$ cat src/rtl/mutex_pkg.sv
// Shared types, constants and helpers for the mutex subsystem checker arbiter.
package mutex_pkg;

    localparam int unsigned DEF_DATA_W = 16;
    localparam int unsigned MAX_REQ    = 8;

    typedef enum logic [1:0] {
        IDLE  = 2'd0,
        ISSUE = 2'd1,
        WAIT  = 2'd2,
        RESP  = 2'd3
    } state_e;

    // One-hot vector with bit idx set, sized for the largest supported requester count.
    function automatic logic [MAX_REQ-1:0] onehot(input int unsigned idx);
        onehot = MAX_REQ'(1) << idx;
    endfunction

endpackage

$ cat src/rtl/sign_check_arbiter_if.sv
// Requester bus plus the link to the shared sign checker.
interface sign_check_arbiter_if
    import mutex_pkg::*;
#(
    parameter int unsigned N_REQ  = 4,
    parameter int unsigned DATA_W = DEF_DATA_W
);

    logic [N_REQ-1:0]        req;
    logic [N_REQ*DATA_W-1:0] req_data;
    logic [N_REQ-1:0]        gnt;
    logic [N_REQ-1:0]        done;
    logic                    rsp_pos;
    logic                    rsp_neg;
    logic                    busy;
    logic [DATA_W-1:0]       chk_in;
    logic                    chk_pos;
    logic                    chk_neg;

    // Client/checker side of the bus.
    modport master (
        output req, req_data, chk_pos, chk_neg,
        input  gnt, done, rsp_pos, rsp_neg, busy, chk_in
    );

    // Arbiter side of the bus.
    modport slave (
        input  req, req_data, chk_pos, chk_neg,
        output gnt, done, rsp_pos, rsp_neg, busy, chk_in
    );

endinterface

$ cat src/rtl/sign_check_arbiter_rr_pick.sv
// Combinational round-robin picker: lowest requesting index at or after ptr, wrapping.
module rr_pick #(
    parameter int unsigned N_REQ = 4,
    parameter int unsigned IDX_W = $clog2(N_REQ)
) (
    input  logic [N_REQ-1:0] req_i,
    input  logic [IDX_W-1:0] ptr_i,
    output logic             valid_o,
    output logic [IDX_W-1:0] win_o
);

    int unsigned cand;

    // Scan N_REQ positions starting at the pointer; first hit wins.
    always_comb begin
        valid_o = 1'b0;
        win_o   = '0;
        cand    = 0;
        for (int unsigned k = 0; k < N_REQ; k++) begin
            cand = 32'(ptr_i) + k;
            if (cand >= N_REQ) begin
                cand = cand - N_REQ;
            end
            if (!valid_o && req_i[IDX_W'(cand)]) begin
                valid_o = 1'b1;
                win_o   = IDX_W'(cand);
            end
        end
    end

endmodule

$ cat src/rtl/sign_check_arbiter.sv
// Round-robin arbiter sharing one sign-classification checker between N_REQ clients.
module sign_check_arbiter
    import mutex_pkg::*;
#(
    parameter int unsigned N_REQ   = 4,
    parameter int unsigned DATA_W  = DEF_DATA_W,
    parameter int unsigned CHK_LAT = 1
) (
    input  logic                 clk,
    input  logic                 rst_n,
    sign_check_arbiter_if.slave  bus
);

    localparam int unsigned IDX_W = $clog2(N_REQ);
    localparam int unsigned CNT_W = (CHK_LAT > 1) ? $clog2(CHK_LAT) : 1;

    state_e             state_q, state_d;
    logic [CNT_W-1:0]   cnt_q, cnt_d;
    logic [IDX_W-1:0]   ptr_q, ptr_d;
    logic [IDX_W-1:0]   win_q, win_d;
    logic [N_REQ-1:0]   gnt_q, gnt_d;
    logic [N_REQ-1:0]   done_q, done_d;
    logic [DATA_W-1:0]  chk_in_q, chk_in_d;
    logic               rsp_pos_q, rsp_pos_d;
    logic               rsp_neg_q, rsp_neg_d;
    logic               busy_q;

    logic [N_REQ-1:0]   pick_req;
    logic [IDX_W-1:0]   pick_ptr;
    logic               pick_valid;
    logic [IDX_W-1:0]   pick_win;
    logic [IDX_W-1:0]   ptr_inc;

    assign ptr_inc = (32'(win_q) == N_REQ - 1) ? '0 : win_q + IDX_W'(1);

    // Arbitration input: fresh scan from IDLE, or current winner excluded when leaving RESP.
    always_comb begin
        pick_req = bus.req;
        pick_ptr = ptr_q;
        if (state_q == RESP) begin
            pick_req = bus.req & ~gnt_q;
            pick_ptr = ptr_inc;
        end
    end

    rr_pick #(
        .N_REQ (N_REQ),
        .IDX_W (IDX_W)
    ) u_rr_pick (
        .req_i   (pick_req),
        .ptr_i   (pick_ptr),
        .valid_o (pick_valid),
        .win_o   (pick_win)
    );

    // Next-state and register-input logic for the transaction FSM.
    always_comb begin
        state_d   = state_q;
        cnt_d     = cnt_q;
        ptr_d     = ptr_q;
        win_d     = win_q;
        gnt_d     = gnt_q;
        done_d    = '0;
        chk_in_d  = chk_in_q;
        rsp_pos_d = rsp_pos_q;
        rsp_neg_d = rsp_neg_q;
        unique case (state_q)
            IDLE: begin
                if (pick_valid) begin
                    state_d  = ISSUE;
                    win_d    = pick_win;
                    gnt_d    = N_REQ'(onehot(32'(pick_win)));
                    chk_in_d = bus.req_data[32'(pick_win)*DATA_W +: DATA_W];
                end
            end
            ISSUE: begin
                state_d = WAIT;
                cnt_d   = CNT_W'(CHK_LAT - 1);
            end
            WAIT: begin
                if (cnt_q == '0) begin
                    state_d   = RESP;
                    rsp_pos_d = bus.chk_pos;
                    rsp_neg_d = bus.chk_neg;
                    done_d    = gnt_q;
                end else begin
                    cnt_d = cnt_q - CNT_W'(1);
                end
            end
            RESP: begin
                ptr_d = ptr_inc;
                if (pick_valid) begin
                    state_d  = ISSUE;
                    win_d    = pick_win;
                    gnt_d    = N_REQ'(onehot(32'(pick_win)));
                    chk_in_d = bus.req_data[32'(pick_win)*DATA_W +: DATA_W];
                end else begin
                    state_d = IDLE;
                    gnt_d   = '0;
                end
            end
            default: begin
                state_d = IDLE;
                gnt_d   = '0;
            end
        endcase
    end

    // State and output registers; reset aborts any transaction without a done.
    always_ff @(posedge clk or negedge rst_n) begin
        if (!rst_n) begin
            state_q   <= IDLE;
            cnt_q     <= '0;
            ptr_q     <= '0;
            win_q     <= '0;
            gnt_q     <= '0;
            done_q    <= '0;
            chk_in_q  <= '0;
            rsp_pos_q <= 1'b0;
            rsp_neg_q <= 1'b0;
            busy_q    <= 1'b0;
        end else begin
            state_q   <= state_d;
            cnt_q     <= cnt_d;
            ptr_q     <= ptr_d;
            win_q     <= win_d;
            gnt_q     <= gnt_d;
            done_q    <= done_d;
            chk_in_q  <= chk_in_d;
            rsp_pos_q <= rsp_pos_d;
            rsp_neg_q <= rsp_neg_d;
            busy_q    <= (state_d != IDLE);
        end
    end

    assign bus.gnt     = gnt_q;
    assign bus.done    = done_q;
    assign bus.chk_in  = chk_in_q;
    assign bus.rsp_pos = rsp_pos_q;
    assign bus.rsp_neg = rsp_neg_q;
    assign bus.busy    = busy_q;

endmodule
$ cat src/flat_wrapper.sv
// flat-port wrapper written by rule: the top's interface ports become plain ports
module sign_check_arbiter_flat import mutex_pkg::*;
#(
    parameter int unsigned N_REQ   = 4,
    parameter int unsigned DATA_W  = DEF_DATA_W,
    parameter int unsigned CHK_LAT = 1
)
  (clk, rst_n, bus_req, bus_req_data, bus_chk_pos, bus_chk_neg, bus_gnt, bus_done, bus_rsp_pos, bus_rsp_neg, bus_busy, bus_chk_in);
  sign_check_arbiter_if #(.N_REQ(N_REQ), .DATA_W(DATA_W)) bus_i ();
  input  logic clk;
  input  logic rst_n;
  input wire logic [$bits(bus_i.req)-1:0] bus_req;
  input wire logic [$bits(bus_i.req_data)-1:0] bus_req_data;
  input wire logic [$bits(bus_i.chk_pos)-1:0] bus_chk_pos;
  input wire logic [$bits(bus_i.chk_neg)-1:0] bus_chk_neg;
  output wire logic [$bits(bus_i.gnt)-1:0] bus_gnt;
  output wire logic [$bits(bus_i.done)-1:0] bus_done;
  output wire logic [$bits(bus_i.rsp_pos)-1:0] bus_rsp_pos;
  output wire logic [$bits(bus_i.rsp_neg)-1:0] bus_rsp_neg;
  output wire logic [$bits(bus_i.busy)-1:0] bus_busy;
  output wire logic [$bits(bus_i.chk_in)-1:0] bus_chk_in;
  assign bus_i.req = bus_req;
  assign bus_i.req_data = bus_req_data;
  assign bus_i.chk_pos = bus_chk_pos;
  assign bus_i.chk_neg = bus_chk_neg;
  assign bus_gnt = bus_i.gnt;
  assign bus_done = bus_i.done;
  assign bus_rsp_pos = bus_i.rsp_pos;
  assign bus_rsp_neg = bus_i.rsp_neg;
  assign bus_busy = bus_i.busy;
  assign bus_chk_in = bus_i.chk_in;
  sign_check_arbiter #(.N_REQ(N_REQ), .DATA_W(DATA_W), .CHK_LAT(CHK_LAT)) u_core (.clk(clk), .rst_n(rst_n), .bus(bus_i));
endmodule
$ cat config.mk
export PLATFORM = sky130hd
export DESIGN_NAME = sign_check_arbiter_flat
export DESIGN_NICKNAME = d
export VERILOG_FILES = /design/src/rtl/mutex_pkg.sv /design/src/rtl/sign_check_arbiter_if.sv /design/src/rtl/sign_check_arbiter_rr_pick.sv /design/src/rtl/sign_check_arbiter.sv /design/src/flat_wrapper.sv
export SDC_FILE = /design/constraint.sdc
export NUM_CORES = 1
export LEC_CHECK = 0
export CORE_ASPECT_RATIO = 0.5
export CORE_MARGIN = 2
export CORE_UTILIZATION = 30
export DETAILED_ROUTE_END_ITERATION = 12
export GPL_ROUTABILITY_DRIVEN = 0
export HOLD_SLACK_MARGIN = 0.1
export SLEW_MARGIN = 30
export SYNTH_ARGS = -nofsm -noshare
export SYNTH_HDL_FRONTEND = slang
export SYNTH_SLANG_ARGS = --single-unit
$ cat constraint.sdc
create_clock -name clk -period 2.6 [get_ports clk]
set_input_delay 0.78 -clock clk [delete_from_list [all_inputs] [get_ports clk]]
set_output_delay 0.78 -clock clk [all_outputs]
set_load 0.01 [all_outputs]
# Word-level counts from Yosys, hierarchy flattened
# Cells that the tools add are included.
[totals]
register_bits = 34
n_memories = 0
romBits = 0
latch_bits = 0
ramBits = 0
[op_classes]
n_mux = 34
n_lt_le_gt_ge = 8
bitwise_logic = 3
reduce_logical = 14
eq_ne = 5
div = 0
n_shift = 2
n_addsub = 9
n_mul = 0
[ops]
columns = ["operator", "count"]
rows = [
  ["$shiftx 64x7->16", 1],
  ["$mux 2", 12],
  ["$mux 4", 5],
  ["$lt 2x3->1 const B", 4],
  ["$mux 1", 10],
  ["$ge 3x3->1 const B", 3],
  ["$bmux 1 s2", 4],
  ["$pmux 2 s4", 1],
  ["$pmux 4 s2", 1],
  ["$sub 2x1->2 const B", 4],
  ["$add 2x2->3 const B", 2],
  ["$eq 2x2->1 const B", 3],
  ["$reduce_and 2->1", 3],
  ["$reduce_bool 2->1", 3],
  ["$and 4x4->4", 1],
  ["$not 4->4", 1],
  ["$shl 1x2->4 const A", 1],
  ["$add 2x1->3 const B", 1],
  ["$ge 2x3->1 const B", 1],
  ["$logic_and 1x1->1", 3],
  ["$logic_not 1->1", 3],
  ["$add 2x1->2 const B", 1],
  ["$eq 2x1->1 const B", 1],
  ["$logic_not 2->1", 1],
  ["other kinds (5)", 5],
]

# Longest topological paths before layout
# Gate-level depths: netlist of run 1.
[depth]
word_depth = 20
depth_mapped = 8
ltp_nobuf = 7

# Hierarchy
# Synthesis of run 1 repeated with hierarchy kept, for this count alone.
[hier_totals]
hier_cells = 180
hier_area_um2 = 1934.4
[by_module_without_submodules]
columns = ["mod", "seq_area_each_um2", "area_per_inst_um2", "n_inst", "cells_each"]
rows = [
  ["sign_check_arbiter", 825.8, 1856.8, 1, 165],
  ["rr_pick", 0.0, 77.6, 1, 15],
]

# Worst setup path after synthesis of run 1
# No wires, ideal clock.
[synth_path]
path_type = "in2reg"
start = "input bus_req[0]"
end = "register u_core.chk_in_q[6], in the netlist u_core.bus.chk_in[6]"
setup_time_ps = 77
stages = 6
setup_slack_ps = 467
arrival_time_ps = 2056
t_required_ps = 2523
cell_sequence = "a21boi_0 nand3_1 o211ai_4 buf_6 a222oi_1 a21oi_1"
[synth_between]
elab_chain_cells = 15
word_cells_on_any_way = 26
classes_between = "shift (1); mux (17); bitwise (1); reduce/logical (7)"
[synth_rtl]
columns = ["item", "line", "source"]
rows = [
  ["start, declared", "flat_wrapper.sv:12", "input wire logic [$bits(bus_i.req)-1:0] bus_req;"],
  ["$and 4x4->4", "sign_check_arbiter.sv:41", "pick_req = bus.req & ~gnt_q;"],
  ["$mux 4 (*)", "sign_check_arbiter.sv:40", "if (state_q == RESP) begin"],
  ["$bmux 1 s2", "sign_check_arbiter_rr_pick.sv:24", "if (!valid_o && req_i[IDX_W'(cand)]) begin"],
  ["$mux 1 (implied by the code)", "sign_check_arbiter_rr_pick.sv:24", ""],
  ["$mux 1", "sign_check_arbiter_rr_pick.sv:24", ""],
  ["$logic_not 1->1", "sign_check_arbiter_rr_pick.sv:24", ""],
  ["$logic_and 1x1->1", "sign_check_arbiter_rr_pick.sv:24", ""],
  ["$mux 1", "sign_check_arbiter_rr_pick.sv:24", ""],
  ["$logic_not 1->1", "sign_check_arbiter_rr_pick.sv:24", ""],
  ["$logic_and 1x1->1", "sign_check_arbiter_rr_pick.sv:24", ""],
  ["$mux 1", "sign_check_arbiter_rr_pick.sv:24", ""],
  ["$logic_not 1->1", "sign_check_arbiter_rr_pick.sv:24", ""],
  ["$logic_and 1x1->1", "sign_check_arbiter_rr_pick.sv:24", ""],
  ["$mux 2 / $mux 1 (equally long branches)", "sign_check_arbiter_rr_pick.sv:24", ""],
  ["$shiftx 64x7->16 / $reduce_and 2->1 (equally long branches)", "--", ""],
  ["end signal, assigned", "sign_check_arbiter.sv:129", "chk_in_q <= chk_in_d;"],
  ["end, declared", "sign_check_arbiter.sv:23", "logic [DATA_W-1:0] chk_in_q, chk_in_d;"],
]
# Mark *: on every way between the ends. The rest lies on a longest branch, timed or not. The select of a mux whose other input is x is not followed.
# A chain may end at the register's enable or synchronous reset.

# Worst setup path after layout of run 1
[layout_path]
start = "register u_core.state_q[1]"
end = "register u_core.chk_in_q[11], in the netlist u_core.bus.chk_in[11]"
[layout_between]
elab_chain_cells = 17
word_cells_on_any_way = 44
classes_between = "add/sub (7); order compare (4); eq/ne (1); shift (1); mux (22); reduce/logical (9)"
[layout_rtl]
columns = ["item", "line", "source"]
rows = [
  ["start, declared", "sign_check_arbiter.sv:17", "state_e state_q, state_d;"],
  ["start signal, assigned", "sign_check_arbiter.sv:123", "state_q <= state_d;"],
  ["$eq 2x2->1 (*)", "sign_check_arbiter.sv:40", ""],
  ["$mux 2 (*)", "--", ""],
  ["via u_core.pick_ptr[1]", "sign_check_arbiter.sv:29", "logic [IDX_W-1:0] pick_ptr;"],
  ["parallel branches: the longest is 15 deep, another holds $add 2x1->3", "--", ""],
]
# Mark *: on every way through the listed nets, which the timed path passes. The select of a mux whose other input is x is not followed.

==> impl_metrics.py, run 1 <==
metrics = {
    "cts": {
        "clock-sinks": 33,
        "cts_buffers": 5,
        "h-tree-depth": 2,
        "clk_pin_slew_ns": 0.05,
        "cts_tree": "yes",
        "postCtsHoldBufs": 0,
        "max-clock-path-buffers": 2,
        "cts-root-buf": "clkbuf_16",
        "clk_latency_ns": 0.27,
    },
    "critical_path": {
        "path_class": "register to register",
        "rrSetupSlack_ns": 0.19,
        "cp_num_buf_inv": 2,
        "critPathMaxFanout": 17,
        "rr_worst_depth": 8,
        "crit_cells": 8,
        "crit_family": "compound AO/OA/AOI/OAI gates",
        "crit_chain": "ha_1 > mux2i_4 > inv_2 > o21ai_1 > a211oi_4 > buf_12 > a222oi_1 > a21oi_1",
        "arrival_ns": 2.55,
        "crit_slowest_cell": "mux2i_4",
        "required_ns": 2.74,
        "crit_start": "u_core.state_q[1]$_DFF_PN0_",
        "cp-end-kind": "register",
        "worst_path_largest_cell_delay_ns": 0.42,
        "cp-endpoint": "u_core.bus.chk_in[11]$_DFFE_PN0P_",
        "reg2reg_to": "u_core.bus.chk_in[11]$_DFFE_PN0P_",
        "crit_path_start_kind": "register",
        "regToRegStartpoint": "u_core.state_q[1]$_DFF_PN0_",
    },
    "synthesis": {
        "muxShareOfSynthArea_pct": 1.973,
        "yosysTopAreaCell": "dfrtp_1",
        "synth_fa_ha_area_share_pct": 3.401,
        "synth-compound-area-share_pct": 33.33,
        "yosysTopAreaCellShare_pct": 44.90,
        "ys.flop_type": "dfrtp_1",
        "ys_ff_latch": 33,
        "synth-xor-area-share_pct": 0,
        "synth_nets": 251,
        "ys_types": 43,
        "synth_top_family_by_area": "compound AO/OA/AOI/OAI gates",
        "ys_warn_count": 0,
        "synth_edf_count": 0,
        "synth.area.top_cells": "dfrtp_1, a21oi_1, a222oi_1",
        "syn_avg_cell_area_sq_um": 10.57,
        "synthCells": 174,
        "async_flop_share_pct": 100.0,
        "yosysSeqAreaShare_pct": 44.90,
        "yosys.area_share.simple_pct": 11.97,
        "synth_area_sq_um": 1839,
    },
    "sta": {
        "worst_slack_ns": 0.1950,
        "hold_viol": 0,
        "fin_skew_ns": 0.003869,
        "rsz0062_at_grt": "no",
        "slew_headroom_pct": 71.45,
        "tightestPinTransition_ns": 0.4282,
        "fin_crit_sh_pct": 92.50,
        "clock.fmax_mhz": 415.8,
        "setup_viol": 0,
        "maxSlewViolCount": 0,
        "min_period_ns": 2.405,
    },
    "pwr": {
        "p_sw_share_pct": 40.73,
        "switching_power_mw": 1.658,
        "seqPwrFrac_pct": 22.6,
        "p_leak_nw": 1.285,
        "p_comb_share_pct": 62.4,
        "p_int_mw": 2.412,
        "powerDensity_nw_per_um2": 1282,
        "ir_worst_vdd_mv": 0.4457,
        "clockPowerShare_pct": 15.1,
    },
    "global_route": {
        "grt_pass1_vias": 1802,
        "grtUsageMet1_pct": 23.32,
        "grt_usage_pct": 16.99,
        "grtUsageMet2_pct": 28.32,
        "grt_start_max_net_pins": 34,
        "met3_usage_pct": 2.965,
        "gr-total-overflow": 0,
        "busiest_layer": "met2",
        "antenna_found_initial": 0,
        "grt_pass1_wl_mm": 8.901,
    },
    "run": {
        "maxCapViolations": 0,
    },
    "die": {
        "die_w_um": 114.7,
        "die_h_um": 59.37,
        "pin_count": 99,
        "die_area_sq_um": 6811,
        "start_util_pct": 30.62,
        "coreArea_sq_um": 6006,
        "fp-row-count": 20,
    },
    "placed_design": {
        "port_buffers": 98,
        "place_ws_ns": -0.2416,
        "dpl.hpwl_mm": 4.363,
        "dp.cells": 352,
        "placed_cell_area_sq_um": 2965,
    },
    "routing": {
        "ant_nets": 0,
        "routed_wl_mm": 5.909,
        "drt_first_pass_iters": 7,
        "drc": 0,
        "drtIter0Drc": 235,
        "wire_per_inst_um": 16.23,
        "vias": 1910,
        "vias_per_cell": 5.247,
    },
    "layout": {
        "final_common_cell": "clkdlybuf4s50_1",
        "nets": 363,
        "antennaDiodeCount": 0,
        "drive_above_1_share_pct": 14.98,
        "final_cell_mix": "clkdlybuf4s50_1, a21oi_1, dfrtp_1, nor2_1, a222oi_1",
        "synthToLayoutAreaGrowth_pct": 72.58,
        "final_area_sq_um": 3174,
        "final_cells": 364,
    },
    "status": {
        "outcome": "finished clean",
    },
    "min_path": {
        "hold_path_class": "register to register",
    },
}
-- worst min path at each step --
stage,cells after the start,endpoint,from
finish,1,u_core.bus.rsp_neg$_DFFE_PN0P_,u_core.bus.rsp_neg$_DFFE_PN0P_
global placement,1,u_core.win_q[1]$_DFFE_PN0P_,u_core.win_q[1]$_DFFE_PN0P_
CTS,1,u_core.bus.rsp_pos$_DFFE_PN0P_,u_core.bus.rsp_pos$_DFFE_PN0P_
floorplan,1,u_core.win_q[1]$_DFFE_PN0P_,u_core.win_q[1]$_DFFE_PN0P_
detailed placement,1,u_core.win_q[1]$_DFFE_PN0P_,u_core.win_q[1]$_DFFE_PN0P_
global route,1,u_core.bus.rsp_pos$_DFFE_PN0P_,u_core.bus.rsp_pos$_DFFE_PN0P_
-- power by group through the flow --
stage / combinational [mW] / sequential (mW) / clock, mW
after floorplan: 1.42 / 0.984 / 0
after detailed placement: 2.44 / 0.922 / 0
final: 2.54 / 0.918 / 0.613
after global placement: 2.40 / 0.908 / 0
after global routing: 2.75 / 0.943 / 0.644
after CTS: 2.45 / 0.915 / 0.623
-- stage by stage --
step           power (mW)  hold WS (ns)  setup TNS [ns]  utilization [%]
5_1_grt             4.338        0.5213               0            52.85
4_1_cts             3.988        0.5066               0            52.00
3_5_place_dp        3.366        0.4999          -3.508            49.38
2_1_floorplan       2.400        0.4539               0                -
3_3_place_gp        3.303        0.4670          -2.785            49.38
6_report            4.070        0.5024               0            52.85
-- timing repair --
action | 4_1_cts | 5_1_grt
buffers inserted | 0 | 4
resized for setup | 0 | 1
endpoints found under the setup margin | 0 | 16
-- sequential cells by signal (all words and copies together) (netlist names) --
register,cells
u_core.bus.busy,1
u_core.bus.chk_in,16
u_core.bus.done,4
u_core.bus.gnt,4
u_core.bus.rsp_neg,1
u_core.bus.rsp_pos,1
u_core.ptr_q,2
u_core.state_q,2
u_core.win_q,2
-- layout make-up --
class | count | area, sq um
fill | 536 | 2831
tap | 77 | 96.34
timing repair buffer | 114 | 1139
clock inverter | 1 | 5.005
sequential | 33 | 825.8
multi-input combinational | 128 | 940.9
inverter | 4 | 15.01
clock buffer | 7 | 152.6
-- metal layers --
layer,up-vias,wire [um]
met4,0,48
met5,-,0
met1,927,2579
li1,909,-
met2,70,2945
met3,4,336
-- synthesized netlist by cell type (2+ instances only) --
library cell,number
a21o_1,2
a221oi_1,2
o21ai_1,2
a222oi_1,16
nand3_1,4
and2_1,4
mux2_2,2
a21bo_2,4
a21oi_1,35
buf_4,2
a21boi_0,3
inv_1,3
o21ai_0,2
a22o_1,4
nand2b_1,2
ha_1,5
a211oi_1,2
clkbuf_1,2
a211oi_4,2
nor2_1,18
dfrtp_1,33
buf_6,3
nor2_2,2
-- kinds of logic after synthesis --
logic type      Yosys count
compound gates           81
simple gates             39
flops                    33
buf+inv                  13
fa+ha+maj                 5
mux                       3
Power figures use the tool's default switching activity.
==> run 2, diff against run 1 <==
--- a/config.mk
+++ b/config.mk
@@ -6,7 +6,6 @@
 export NUM_CORES = 1
 export LEC_CHECK = 0
 export CORE_ASPECT_RATIO = 0.5
-export CORE_MARGIN = 2
 export CORE_UTILIZATION = 30
 export DETAILED_ROUTE_END_ITERATION = 12
 export GPL_ROUTABILITY_DRIVEN = 0
==> impl_metrics.py, run 2 (same netlist as run 1, synthesis figures left out) <==
metrics = {
    "sta": {
        "tightestPinTransition_ns": 0.7431,
        "min_period_ns": 2.401,
        "fin_skew_ns": 0.003911,
        "hold_ws_ns": 0.4866,
        "slew_headroom_pct": 50.46,
        "fin_crit_sh_pct": 92.34,
        "maxSlewViolCount": 0,
        "clock.fmax_mhz": 416.5,
        "hold_viol": 0,
        "setup_viol": 0,
        "rsz0062_at_grt": "no",
    },
    "critical_path": {
        "cp-end-kind": "register",
        "critPathMaxFanout": 17,
        "cp_num_buf_inv": 2,
        "path_class": "register to register",
        "crit_chain": "ha_1 > mux2i_2 > inv_2 > o21ai_1 > a211oi_4 > buf_12 > a222oi_1 > a21oi_1",
        "crit_slowest_cell": "mux2i_2",
        "worst_path_largest_cell_delay_ns": 0.46,
        "arrival_ns": 2.54,
        "crit_path_start_kind": "register",
        "crit_family": "compound AO/OA/AOI/OAI gates",
        "required_ns": 2.74,
    },
    "placed_design": {
        "port_buffers": 98,
        "dpl.hpwl_mm": 4.327,
    },
    "routing": {
        "ant_nets": 0,
        "routed_wl_mm": 5.668,
        "vias": 1920,
        "drc": 0,
        "wire_per_inst_um": 15.92,
        "vias_per_cell": 5.393,
        "drt_first_pass_iters": 5,
        "drtIter0Drc": 175,
    },
    "cts": {
        "clk_pin_slew_ns": 0.05,
        "post_cts_resized": 0,
        "h-tree-depth": 2,
        "clock-sinks": 33,
        "clk_latency_ns": 0.27,
        "cts_buffers": 5,
        "max-clock-path-buffers": 2,
        "cts_tree": "yes",
        "cts-root-buf": "clkbuf_16",
    },
    "global_route": {
        "antenna_found_initial": 0,
        "gr-total-overflow": 0,
        "grt_start_max_net_pins": 34,
        "grt_pass1_vias": 1849,
        "grt_pass1_wl_mm": 9.156,
        "grt_usage_pct": 18.28,
    },
    "min_path": {
        "hold_path_class": "register to register",
    },
    "layout": {
        "fillers": 519,
        "largest_reg_flops": 16,
        "drive_above_1_share_pct": 13.78,
        "final_cell_mix": "clkdlybuf4s50_1, a21oi_1, dfrtp_1, nor2_1, a222oi_1",
        "final_common_cell": "clkdlybuf4s50_1",
        "nets": 359,
        "multi_input_area_sq_um": 932.1,
        "antennaDiodeCount": 0,
        "synthToLayoutAreaGrowth_pct": 69.59,
        "seqCellArea_sq_um": 825.8,
    },
    "die": {
        "die_h_um": 57.37,
        "die_w_um": 112.7,
        "die_area_sq_um": 6467,
        "start_util_pct": 32.37,
        "pin_count": 99,
        "coreArea_sq_um": 5682,
        "fp-row-count": 19,
    },
    "pwr": {
        "powerDensity_nw_per_um2": 1267,
        "power.total_mw": 3.953,
        "ir_worst_vdd_mv": 0.4498,
        "p_leak_nw": 1.258,
    },
    "run": {
        "maxCapViolations": 0,
    },
    "status": {
        "outcome": "finished clean",
    },
}
[run 2: changes by cell type in the layout (fill, tap and decap cells not counted), sizes merged]
cell	before	now
clkbuf	7	6
clkinv	1	2
clkdlybuf4s50	98	97
buf	16	13
[run 2: cell type report]
class | instances | share of cell area (%)
clock buffers | 6 | 4.132
clock inverters | 2 | 0.3209
inverters | 4 | 0.4813
multi-input cells | 128 | 29.88
flip-flops and latches | 33 | 26.47
well taps | 73 | 2.928
repair buffers | 110 | 35.78
[run 2: repair_timing]
action | 4_1_cts | 5_1_grt
hold buffers | 0 | 0
buffers inserted | 0 | 2
setup endpoints to repair | 0 | 16
hold endpoints to repair | 0 | 0
[run 2: metrics by stage]
step	instances	utilization, %	instance area [sq um]	setup TNS, ns	setup slack (ns)
after floorplan	174	-	1839	0	0.4668
after global placement	346	51.75	2940	-2.353	-0.1695
after detailed placement	346	51.75	2940	-2.884	-0.2208
after CTS	354	54.20	3079	0	0.05047
after global routing	356	54.90	3119	0	0.06068
final	356	54.90	3119	0	0.1992
[run 2: worst register-to-register path: cells and delay by family, from the launching register on]
family / cells / cell delay, ns
DFF: 1 / 0.37
buffers and inverters: 2 / 0.31
adders and majority gates: 1 / 0.34
muxes: 1 / 0.47
AOI/OAI and AO/OA: 4 / 0.78
[run 2: path summary, 6_finish.rpt]
kind,start,endpoint,slack (ns),cells past startpoint
setup reg to reg,u_core.state_q[1]$_DFF_PN0_,u_core.bus.chk_in[5]$_DFFE_PN0P_,0.20,8
min in group asynchronous,rst_n,u_core.bus.chk_in[1]$_DFFE_PN0P_,0.57,1
max in group asynchronous,rst_n,u_core.bus.rsp_pos$_DFFE_PN0P_,1.55,1
hold / removal,u_core.win_q[1]$_DFFE_PN0P_,u_core.win_q[1]$_DFFE_PN0P_,0.49,1
hold reg to reg,u_core.win_q[1]$_DFFE_PN0P_,u_core.win_q[1]$_DFFE_PN0P_,0.49,1
setup / recovery,u_core.state_q[1]$_DFF_PN0_,u_core.bus.chk_in[5]$_DFFE_PN0P_,0.20,8
[run 2: per-layer routing]
| layer | vias up | part of all wire [%] | track usage (%) | routed length, um |
|---|---|---|---|---|
| met2 | 74 | 47 | 30.51 | 2668 |
| met1 | 939 | 45 | 24.02 | 2572 |
| met5 | - | 0 | 0 | 0 |
| li1 | 901 | - | - | - |
| met3 | 6 | 6.4 | 4.570 | 362 |
| met4 | 0 | 1.1 | 4.762 | 65 |
[run 2: where the power goes]
group          internal (mW)  switching, mW
combinational           1.21           1.27
clock                  0.351          0.207
sequential             0.770          0.139
